<file path="src/rtl/key_cmd_scheduler.sv">
// key_cmd_scheduler
// Maps keyboard ASCII strobes to game command codes. Each command passes a
// mode gate and a same-key repeat lockout. Surviving commands are queued in a
// small FIFO and handed to the game FSM over a valid/ready handshake.
//
// Ports:
//   clock       system clock
//   reset       synchronous, active-high reset; flushes the queue
//   key_ascii   ASCII byte from the receiver, sampled when key_strobe=1
//   key_strobe  one-cycle pulse marking a new key press
//   game_active 1 = in play, 0 = title/pause (only START/PAUSE pass)
//   cmd_data    command code at the FIFO head
//   cmd_valid   FIFO not empty
//   cmd_ready   consumer takes the head this cycle
//   fifo_count  occupied entries, 0..DEPTH
//   overflow    sticky: a command was dropped on a full FIFO
//   ovf_clr     clears overflow (a same-cycle drop wins)
module key_cmd_scheduler #(
  parameter int unsigned LOCK_CYCLES = 2500000,
  parameter int unsigned LOCK_W      = 22,
  parameter int unsigned DEPTH       = 4
) (
  input  logic       clock,
  input  logic       reset,
  input  logic [7:0] key_ascii,
  input  logic       key_strobe,
  input  logic       game_active,
  output logic [2:0] cmd_data,
  output logic       cmd_valid,
  input  logic       cmd_ready,
  output logic [2:0] fifo_count,
  output logic       overflow,
  input  logic       ovf_clr
);

  localparam int unsigned PTR_W = $clog2(DEPTH);
  localparam int unsigned CMD_W = 3;

  typedef enum logic {IDLE, LOCK} lock_state_t;

  lock_state_t       state;
  logic [CMD_W-1:0]  last_cmd;
  logic [LOCK_W-1:0] lock_cnt;
  logic [PTR_W-1:0]  rd_ptr;
  logic [PTR_W-1:0]  wr_ptr;
  logic [CMD_W-1:0]  mem [DEPTH];

  logic [CMD_W-1:0]  code_c;
  logic              pass_c;
  logic              cand_c;
  logic              pop_c;
  logic              full_c;
  logic              push_c;
  logic              drop_c;
  logic [PTR_W-1:0]  rd_n_c;
  logic [2:0]        count_n_c;
  logic [CMD_W-1:0]  head_n_c;

  // ASCII to command code; 0 means "not a command"
  always_comb begin
    code_c = 3'd0;
    case (key_ascii)
      8'h41:   code_c = 3'd1;
      8'h44:   code_c = 3'd2;
      8'h57:   code_c = 3'd3;
      8'h53:   code_c = 3'd4;
      8'h4A:   code_c = 3'd5;
      8'h13:   code_c = 3'd6;
      8'h27:   code_c = 3'd7;
      default: code_c = 3'd0;
    endcase
  end

  // Filtering, push/pop decisions and the next FIFO head
  always_comb begin
    pass_c    = (code_c != 3'd0) && (game_active || (code_c >= 3'd6));
    cand_c    = key_strobe && pass_c && !((state == LOCK) && (code_c == last_cmd));
    pop_c     = cmd_valid && cmd_ready;
    full_c    = (fifo_count == 3'(DEPTH));
    // A same-cycle pop frees a slot for the incoming command
    push_c    = cand_c && (!full_c || pop_c);
    drop_c    = cand_c && full_c && !pop_c;
    rd_n_c    = pop_c ? (rd_ptr + PTR_W'(1)) : rd_ptr;
    count_n_c = fifo_count + 3'(push_c) - 3'(pop_c);
    // The new head may be the entry written on this very edge
    head_n_c  = (push_c && (wr_ptr == rd_n_c)) ? code_c : mem[rd_n_c];
  end

  // FIFO storage; contents need no reset since count gates visibility
  always_ff @(posedge clock) begin
    if (push_c) begin
      mem[wr_ptr] <= code_c;
    end
  end

  // Pointers, registered outputs and the lockout FSM
  always_ff @(posedge clock) begin
    if (reset) begin
      rd_ptr     <= '0;
      wr_ptr     <= '0;
      fifo_count <= '0;
      cmd_valid  <= 1'b0;
      cmd_data   <= '0;
      overflow   <= 1'b0;
      state      <= IDLE;
      last_cmd   <= '0;
      lock_cnt   <= '0;
    end else begin
      if (push_c) begin
        wr_ptr <= wr_ptr + PTR_W'(1);
      end
      rd_ptr     <= rd_n_c;
      fifo_count <= count_n_c;
      cmd_valid  <= (count_n_c != 3'd0);
      cmd_data   <= head_n_c;

      if (drop_c) begin
        overflow <= 1'b1;
      end else if (ovf_clr) begin
        overflow <= 1'b0;
      end

      // Only real pushes arm the lockout; drops and rejected repeats do not
      case (state)
        IDLE: begin
          if (push_c) begin
            last_cmd <= code_c;
            lock_cnt <= LOCK_W'(LOCK_CYCLES - 1);
            state    <= LOCK;
          end
        end
        LOCK: begin
          if (push_c) begin
            last_cmd <= code_c;
            lock_cnt <= LOCK_W'(LOCK_CYCLES - 1);
          end else if (lock_cnt == '0) begin
            state <= IDLE;
          end else begin
            lock_cnt <= lock_cnt - LOCK_W'(1);
          end
        end
        default: state <= IDLE;
      endcase
    end
  end

endmodule
</file>
<file path="config.mk">
export PLATFORM = sky130hd
export DESIGN_NAME = key_cmd_scheduler
export DESIGN_NICKNAME = d
export VERILOG_FILES = /design/src/rtl/key_cmd_scheduler.sv
export SDC_FILE = /design/constraint.sdc
export NUM_CORES = 1
export LEC_CHECK = 0
export BUFFER_PORTS_ARGS = -buffer_cell sky130_fd_sc_hd__buf_2
export CAP_MARGIN = 20
export CORE_MARGIN = 4
export CORE_UTILIZATION = 55
export CTS_CLUSTER_SIZE = 10
export DETAILED_ROUTE_END_ITERATION = 12
export GPL_TIMING_DRIVEN = 0
export PLACE_DENSITY = 0.74
export SKIP_CTS_REPAIR_TIMING = 1
export SLEW_MARGIN = 20
export SYNTH_ARGS = -nofsm -noshare
export SYNTH_HDL_FRONTEND = slang
export SYNTH_SLANG_ARGS = --single-unit
</file>
<file path="constraint.sdc">
create_clock -name clock -period 6.85 [get_ports clock]
set_input_delay 1.0275 -clock clock [delete_from_list [all_inputs] [get_ports clock]]
set_output_delay 1.0275 -clock clock [all_outputs]
set_load 0.01 [all_outputs]
</file>
=== Word level (Yosys, flattened, before mapping) ===
Memory sizes are Yosys's and may differ from the RTL's. A register that Yosys moved wholly into a read port is not among the register bits.
Index checks and enable logic that the tools add are counted.
Widths: inputs -> output; s select.

* Bits in registers: 35
* Bits in latches: 0
* Bits in writable memories: 12
* ROM bits: 0
* Input bits: 14
* Output and inout port bits: 8
* Word-level logic and storage cells: 59
* Memories: 1

* Add/subtract/negate cells: 5
* Multipliers: 0
* Divide/modulo/power cells: 0
* $lt $le $gt $ge: 1
* Equality and inequality tests: 11
* Shift-type cells: 0
* Mux-type cells: 14
* Bitwise logic cells: 1
* Reduce and logical (&&, ||, !) cells: 18

{| class="wikitable"
|+ Memories
! memory !! words !! width !! read ports !! clocked after Yosys merged registers in !! wr ports !! RTL line !! text
|-
| mem || 4 || 3 || 1 || 1 || 1 || 46 || <nowiki>logic [CMD_W-1:0] mem [DEPTH];</nowiki>
|}

{| class="wikitable"
|+ Operator list
! cell !! count
|-
| $mux 22 || 3
|-
| $pmux 22 s2 || 1
|-
| $eq 8x7->1 const B || 5
|-
| $logic_not 22->1 || 1
|-
| $sub 22x1->22 const B || 1
|-
| $pmux 3 s7 || 1
|-
| $eq 8x5->1 const B || 1
|-
| $eq 8x6->1 const B || 1
|-
| $logic_and 1x1->1 || 8
|-
| $mux 1 || 6
|-
| $reduce_bool 3->1 || 2
|-
| $add 2x1->2 const B || 2
|-
| $add 3x1->3 || 1
|-
| $eq 3x3->1 || 1
|-
| $eq 3x3->1 const B || 1
|-
| $ge 3x3->1 const B || 1
|-
| $logic_not 1->1 || 3
|-
| $mux 3 || 1
|-
| $ne 3x3->1 const B || 1
|-
| $sub 3x1->3 || 1
|-
| $logic_or 1x1->1 || 2
|-
| $mux 2 || 1
|-
| $ne 2x2->1 const B || 1
|-
| $pmux 1 s2 || 1
|-
| other kinds (3) || 3
|}

=== Depth between registers and ports, before layout ===
Gate-level depths: netlist of the first run.

* Depth in word-level cells: 11
* Mapped depth: 16
* Depth with buffers taken out: 14

=== Least setup slack after synthesis of the first run ===
Ideal clock, no wire load.

* Path type: input-to-reg
* From: input key_ascii[5]
* To: register cmd_valid
* Library setup time: 0.124 ns
* Data arrival time: 3.970 ns
* Setup slack: 2.756 ns
* Stages on the path: 16
* Cell sequence: or3b_1 a211oi_2 nor3_1 or2_1 a41oi_2 and3_1 buf_4 inv_2 buf_6 ha_1 inv_1 ha_1 fa_1 xnor2_1 xnor2_1 a21oi_1

* Cells in the longest elaborated chain, start to end: 11
* Elaborated cells between the ends (all ways): 21
* Those cells by class: 2 x add/sub; 1 x order compare; 8 x eq/ne; 1 x mux; 9 x reduce/logical

{| class="wikitable"
|+ RTL lines
! item !! RTL line !! text
|-
| from (decl) || 25 || <nowiki>input logic [7:0] key_ascii,</nowiki>
|-
| $eq 8x6->1, or another cell as far along || 62 || <nowiki>case (key_ascii)</nowiki>
|-
| $pmux 3 s7 * || 62 ||
|-
| $ge 3x3->1 || 76 || <nowiki>pass_c = (code_c != 3'd0) && (game_active || (code_c >= 3'd6));</nowiki>
|-
| $logic_or 1x1->1 || 76 ||
|-
| $logic_and 1x1->1 || 76 ||
|-
| $logic_and 1x1->1 || 77 || <nowiki>cand_c = key_strobe && pass_c && !((state == LOCK) && (code_c == last_cmd));</nowiki>
|-
| $logic_and 1x1->1 * || 77 ||
|-
| $logic_and 1x1->1 * || 81 || <nowiki>push_c = cand_c && (!full_c || pop_c);</nowiki>
|-
| $add 3x1->3 * || 84 || <nowiki>count_n_c = fifo_count + 3'(push_c) - 3'(pop_c);</nowiki>
|-
| $sub 3x1->3 * || 84 ||
|-
| $reduce_bool 3->1 * || 114 || <nowiki>cmd_valid <= (count_n_c != 3'd0);</nowiki>
|-
| to (signal assigned) || 114 ||
|-
| to (decl) || 29 || <nowiki>output logic cmd_valid,</nowiki>
|}

Mark *: on every way between the ends. The rest lies on a longest branch, timed or not.
A chain may end at the register's enable or synchronous reset.

=== Final worst setup path of the first run ===
Ends and elaborated chain as after synthesis.

==> out/qor.yml, run 1 <==
status: "finished, final reports clean"
required_ns: 7.04
cts.clk_slew.worst_paths_ns: 0.09
first_iter_violations: 129
yosys_warnings: 0
setup_ws_ns: 2.65
routedWlPerCell_um: 14.4
fin_crit_sh_pct: 61.4
synth-seq-cells: 50
holdCritPathClass: "reg2reg"
cts_root_buffer: "clkbuf_8"
synthesis.instances: 261
die_w_um: 76.0
wl_um: 4930
grt.total_usage_pct: 17.7
clock_latency_ns: 0.30
die-area_sq_mm: 0.00578
p_leak_nw: 1.08
synth_top_area_cell: "dfxtp_1"
numCtsBuffers: 5
rr_endpoint: "cmd_valid"
finalMaxSlewViolations: 0
synth.distinct_cells: 60
vdd_drop_max_v: 0.000128
via_per_inst: 5.73
synth.avg_cell_area_sq_um: 9.76
cts_buffer_depth: 2
critPathMaxFanout: 10
worstPathArrival_ns: 4.40
syn_nets: 283
fin_setup_tns_ns: 0
drc: 0
synthTopCellsByArea: "dfxtp_1, edfxtp_1, xnor2_1"
rsz0062_at_grt: "false"
crit_end: "cmd_valid"
die_h_um: 76.0
grt_overflow_total: 0
slew_headroom_pct: 53.9
synth-edff-count: 12
final_antenna_net_count: 0
dp_hpwl_um: 3650
synthArstFlopShare_pct: 0
drv_cap: 0
antenna_found_initial: 0
fmax_mhz: 238
setup.worst_path.end_class: "flip-flop"
total_power_uw: 700
rr_startpoint: "last_cmd[0]"
startpoint: "key_ascii[5]"
core_region_area_sq_mm: 0.00441
setup_violations: 0
layout-drive-gt1-share_pct: 17.2
final-hold-violation-count: 0
fill_cells: 373
power_per_cell_area_mw_per_mm2: 246
grt_pass1_vias: 1853
cp-start-kind: "input pin"
firstDrtPassIters: 4
dominantRegCellSynth: "dfxtp_1"
place_ws_ns: 2.31
rrSetupSlack_ns: 3.71
yosysSeqAreaShare_pct: 44.0
ios: 22
r2r_cells: 15
nNetsFinal: 311
port-buffer-count: 21
cts_sinks: 50
post-route-min-period_ns: 4.20
antenna_cells: 0
hold_slack_ns: 0.467
worst_clock_skew_ns: 0.00458
crit_type: "in2reg"
num_vias: 1959
gp_congestion: 0.834
worst_pin_slew_ns: 0.686
synth_top_area_share_pct: 29.9
grt_max_degree: 16
placementRows: 24
htreeDepth: 2
area_delta_synth_final_pct: 11.9
cts_tree: "done"
start_util_pct: 57.7
grt_pass1_wl_um: 8500
synth_area_sq_mm: 0.00255
==> cell type report <==
cell class              count  area, sq um  area share, %
repair buffers             21          105           3.69
inverters                  11         41.3           1.45
multi-input cells         192         1330           46.6
clock buffers               5         68.8           2.42
flip-flops and latches     50         1120           39.4
plain buffers               8         57.6           2.02
clock inverters             3         63.8           2.24
well taps                  52         65.1           2.28
==> worst min-delay path by stage <==
stage	cells after the start	slack, ns	endpoint	startpoint
after global routing	2	0.49	overflow	overflow
after floorplan	2	0.45	last_cmd[0]	last_cmd[0]
final	2	0.47	overflow	overflow
after global placement	2	0.45	overflow	overflow
after CTS	2	0.47	overflow	overflow
after detailed placement	2	0.45	overflow	overflow
==> worst max-delay path: stages <==
cell      delay (ns)
buf_2           0.12
or3b_1          0.40
a211oi_2        0.30
nor3_1          0.11
or2_1           0.24
a41oi_2         0.26
and3_1          0.20
buf_4           0.18
inv_2           0.11
buf_6           0.16
ha_1            0.28
inv_1           0.04
ha_1            0.18
fa_1            0.38
xnor2_1         0.17
xnor2_1         0.16
a21oi_1         0.08
==> where the power goes <==
| part | switching [mW] | internal, mW |
|---|---|---|
| clock | 0.0960 | 0.144 |
| combinational | 0.0677 | 0.0641 |
| sequential | 0.0107 | 0.317 |
| total | 0.174 | 0.526 |
==> cell usage after synthesis, drive strengths merged, types with 2 or more instances <==
master / n
nor2: 21
a211oi: 4
or2: 4
and3: 4
dfxtp: 38
mux2i: 3
buf: 6
edfxtp: 12
nand3: 5
and3b: 2
ha: 7
or4: 2
nor3: 22
nand2: 14
or3: 4
inv: 11
mux4: 3
o21ai: 6
mux2: 3
nor2b: 5
nor4: 4
a31oi: 3
clkbuf: 2
and2: 7
xnor2: 17
nand2b: 5
a21oi: 20
nor3b: 2
xor2: 3
o211ai: 3
nor4b: 2
==> state kept, by name, indices dropped and copies added (netlist names) <==
name,flops
lock_cnt,22
mem,12
cmd_data,3
fifo_count,3
last_cmd,3
rd_ptr,2
wr_ptr,2
cmd_valid,1
overflow,1
state,1
==> metal layers <==
| layer | vias up | wire (um) | track usage, % |
|---|---|---|---|
| li1 | 1005 | - | - |
| met1 | 907 | 2460 | 23.8 |
| met2 | 40 | 2200 | 28.5 |
| met3 | 7 | 201 | 3.78 |
| met4 | 0 | 70 | 5.52 |
| met5 | - | 0 | 0 |
==> cells in the final DEF, fill, tap and decap left out, types with 2 or more instances in the layout <==
cell type	instances
dfxtp_1	38
nor3_1	22
buf_2	22
nor2_1	21
a21oi_1	20
xnor2_1	17
nand2_1	14
edfxtp_1	12
inv_1	10
ha_1	7
o21ai_0	6
nor2b_1	5
and2_1	5
nand3_1	5
nand2b_1	5
clkbuf_8	5
or3_1	4
o211ai_1	3
and3_1	3
a211oi_1	3
buf_4	3
xor2_1	3
mux2i_1	3
a31oi_1	3
nor4_1	3
mux4_2	3
nor3b_1	2
and2_2	2
or2_2	2
nor4b_1	2
buf_6	2
or4_1	2
clkbuf_1	2
bufinv_16	2
==> metrics by stage <==
step	std cells	utilization [%]	cell area, sq um
finish	342	64.5	2850
global route	342	64.5	2850
CTS	342	64.5	2850
detailed placement	334	61.5	2720
global placement	334	61.5	2720
floorplan	261	-	2550
==> cell families (layout without fill, tap and decap cells) <==
family / count (synthesis) / in the layout / share of synthesized area [%]
compound gates: 46 / 46 / 12.0
xor+xnor: 20 / 20 / 6.88
fa+ha+maj: 8 / 8 / 4.23
buf+inv: 19 / 48 / 3.88
flops: 50 / 50 / 44.0
mux: 9 / 9 / 5.31
simple gates: 109 / 109 / 23.7
Note: power is estimated with default switching activity, not from simulation.
==> run 2, diff against run 1 <==
- ABC_AREA: default -> 1
- CORE_UTILIZATION: 55 -> 54
- PLACE_DENSITY: 0.74 -> 0.76
- clock period: 6.85 -> 3.4 ns (I/O delays scaled with it)
==> out/qor.yml, run 2 <==
sw_frac_of_total_pct: 30.7  # +5.8 points
finalMaxSlewViolations: 0  # unchanged
final_common_cell: "nand2_1"
area_delta_synth_final_pct: 9.78
fmax_mhz: 322
synth_top_area_cell: "dfxtp_1"
grt_pass1_wl_um: 10100  # +19%
first_iter_violations: 193  # +50%
worst_pin_slew_ns: 0.632  # -0.0547 ns
slew_headroom_pct: 57.7  # +3.8 points
clkPwrFrac_pct: 26.5  # -7.8 points
grt.total_usage_pct: 19.5  # +1.8 points
start_util_pct: 56.3  # -1.4 points
required_ns: 3.60  # -3.44 ns
placementRows: 26  # +8.3%
yosysMostFrequentCell: "nand2_1"
hold_path_depth: 4  # +2
critPathMaxFanout: 10  # unchanged
port-buffer-count: 21  # unchanged
wl_um: 5780  # +17%
p_comb_share_pct: 23.0  # +4.2 points
rr_endpoint: "cmd_valid"
numCtsBuffers: 5  # unchanged
post-route-min-period_ns: 3.10
synth_area_sq_mm: 0.00289  # +14%
cpMaxStageDelayCell: "fa_1"
multi_input_area_sq_mm: 0.00147  # +11%
seq_area_sq_mm: 0.00112  # unchanged
largest_reg_flops: 22  # unchanged
final_antenna_net_count: 0  # unchanged
dominantRegCellSynth: "dfxtp_1"
worstPathArrival_ns: 3.30  # -1.10 ns
clock_latency_ns: 0.30  # about the same
fin_crit_sh_pct: 91.3
top_regs: "lock_cnt: 22 flops, mem: 12 flops"
cts_sinks: 50  # unchanged
synth-edff-count: 12  # unchanged
synth.distinct_cells: 35  # -42%
nNetsFinal: 459  # +48%
grt_max_degree: 17  # +1
yosys_warnings: 0  # unchanged
routedWlPerCell_um: 11.4  # -21%
synthTopCellsByArea: "dfxtp_1, edfxtp_1, nand2_1"
place_ws_ns: -0.0645  # -2.38 ns
via_per_inst: 5.06  # -12%
max_stage_delay_ns: 0.36  # -0.04 ns
p_leak_nw: 1.62  # +51%
postLayoutCellArea_sq_mm: 0.00317  # +11%
synth_top_cells_by_count: "nand2_1, nor2_1, inv_1, dfxtp_1, a21oi_1"
cts_buffer_depth: 2  # unchanged
synthArstFlopShare_pct: 0  # unchanged
grt_pass1_vias: 2360  # +27%
cts_tree: "done"
synth.avg_cell_area_sq_um: 7.07  # -28%
yosysSeqAreaShare_pct: 38.8  # -5.3 points
cp-start-kind: "input pin"
rsz0062_at_grt: "false"
die-area_sq_mm: 0.00659  # +14%
num_vias: 2569  # +31%
dpl_cell_area_sq_mm: 0.00308  # +14%
core_region_area_sq_mm: 0.00514  # +16%
antenna_cells: 0  # unchanged
worst_clock_skew_ns: 0.00525  # +0.000663 ns
fill_cells: 486  # +30%
synthesis.instances: 409  # +57%
antenna_found_initial: 0  # unchanged
r2r_cells: 14  # -1
synth-seq-cells: 50  # unchanged
power.switching_uw: 399  # +130%
mostFrequentLayoutCells: "nand2_1, nor2_1, inv_1, dfxtp_1, a21oi_1"
cp_common_cell: "nand2_1"
syn_nets: 431  # +52%
crit_chain: "buf_2 > nand2_1 > inv_1 > nand2_1 > nor2_1 > nor2_1 > nand3_1 > nand2_1 > nand2_1 > nand3_1 > nand2_1 > inv_2 > nand2_4 > buf_6 > ha_1 > inv_1 > ha_1 > fa_1 > inv_1 > xor2_1 > o31ai_1 > inv_1"
dp_hpwl_um: 4470  # +22%
p_int_uw: 901  # +71%
rr_startpoint: "state"
cts_root_buffer: "clkbuf_8"
drc: 0  # unchanged
die_w_um: 81.2  # +6.8%
top_register: "lock_cnt"
grt_overflow_total: 0  # unchanged
ios: 22  # unchanged
drv_cap: 0  # unchanged
layout-drive-gt1-share_pct: 13.2  # -4.0 points
crit_type: "in2reg"
seqPwrFrac_pct: 50.5  # +3.6 points
setup.worst_path.end_class: "flip-flop"
holdCritStartpoint: "ovf_clr"
final-hold-violation-count: 0  # unchanged
synth_top_area_share_pct: 26.3  # -3.6 points
status: "finished, final reports clean"
whs_endpoint: "overflow"
holdCritPathClass: "in2reg"
setup_ws_ns: 0.295  # -2.35 ns
total_power_mw: 1.30  # +86%
cts.clk_slew.worst_paths_ns: 0.09  # about the same
vdd_drop_max_v: 0.000193  # +51%
setup_violations: 0  # unchanged
rrSetupSlack_ns: 0.62  # -3.09 ns
gp_congestion: 0.900  # +7.9%
die_h_um: 81.2  # +6.8%
htreeDepth: 2  # unchanged
firstDrtPassIters: 4  # unchanged
power_per_cell_area_mw_per_mm2: 410  # +67%
-- run 2: changes by cell type in the layout (fill, tap and decap cells not counted), moves of 5 or more --
cell / change
nand2_1: +79
nor2_1: +51
inv_1: +50
nor3_1: -15
xnor2_1: -13
nand3_1: +12
nand4_1: +10
xor2_1: +10
o21ai_1: +6
and2_1: -5
nand2_2: +5
nand2b_1: -5
nor2_2: +5
-- run 2: how the worst max path moves through the flow --
stage	end	cells after the start	from	slack (ns)
final	cmd_valid	22	key_ascii[0]	0.30
after global routing	cmd_valid	22	key_ascii[0]	0.02
after CTS	cmd_valid	22	key_ascii[0]	0.26
after detailed placement	cmd_valid	22	key_ascii[0]	-0.06
after global placement	cmd_valid	22	key_ascii[0]	-0.04
after floorplan	cmd_valid	21	key_ascii[0]	0.52
-- run 2: cells by family (layout without fill, tap and decap cells) --
group,after synthesis,after routing,share of synthesized area [%]
xor+xnor,17,17,5.15
flops,50,50,38.8
simple gates,223,223,33.8
buf+inv,71,100,10.5
compound gates,40,40,8.05
fa+ha+maj,8,8,3.72
-- run 2: power by group through the flow --
stage               logic (mW)  clock network [mW]  registers [mW]
detailed placement       0.300                   0           0.672
CTS                      0.303               0.354           0.658
global placement         0.292                   0           0.669
global route             0.341               0.388           0.661
floorplan                0.204                   0           0.684
finish                   0.299               0.344           0.657
-- run 2: critical path: cells and delay by family --
family	cells	cell delay, ns
simple gates	10	1.06
fa+ha+maj	3	0.82
buf+inv	7	0.60
compound gates	1	0.21
xor+xnor	1	0.08
-- run 2: area by class of cell --
type	count	share of cell area, %
inverters	63	7.45
plain buffers	8	2.13
well taps	70	2.76
multi-input cells	288	46.2
flip-flops and latches	50	35.3
repair buffers	21	3.31
clock buffers	5	2.17
clock inverters	3	0.670
-- run 2: layer usage --
layer,vias up,wire length [um],track usage [%]
met5,-,0,0
met4,0,43,5.57
met3,6,296,4.32
met2,53,2650,32.0
met1,1174,2790,25.9
li1,1336,-,-
-- run 2: metrics by stage --
stage | setup TNS, ns | hold slack [ns] | cells | utilization (%)
final | 0 | 0.453 | 508 | 61.8
after global routing | 0 | 0.468 | 508 | 61.8
after CTS | 0 | 0.452 | 508 | 61.8
after detailed placement | -0.0645 | 0.463 | 500 | 60.0
after global placement | -0.0419 | 0.449 | 500 | 60.0
after floorplan | 0 | 0.469 | 409 | -
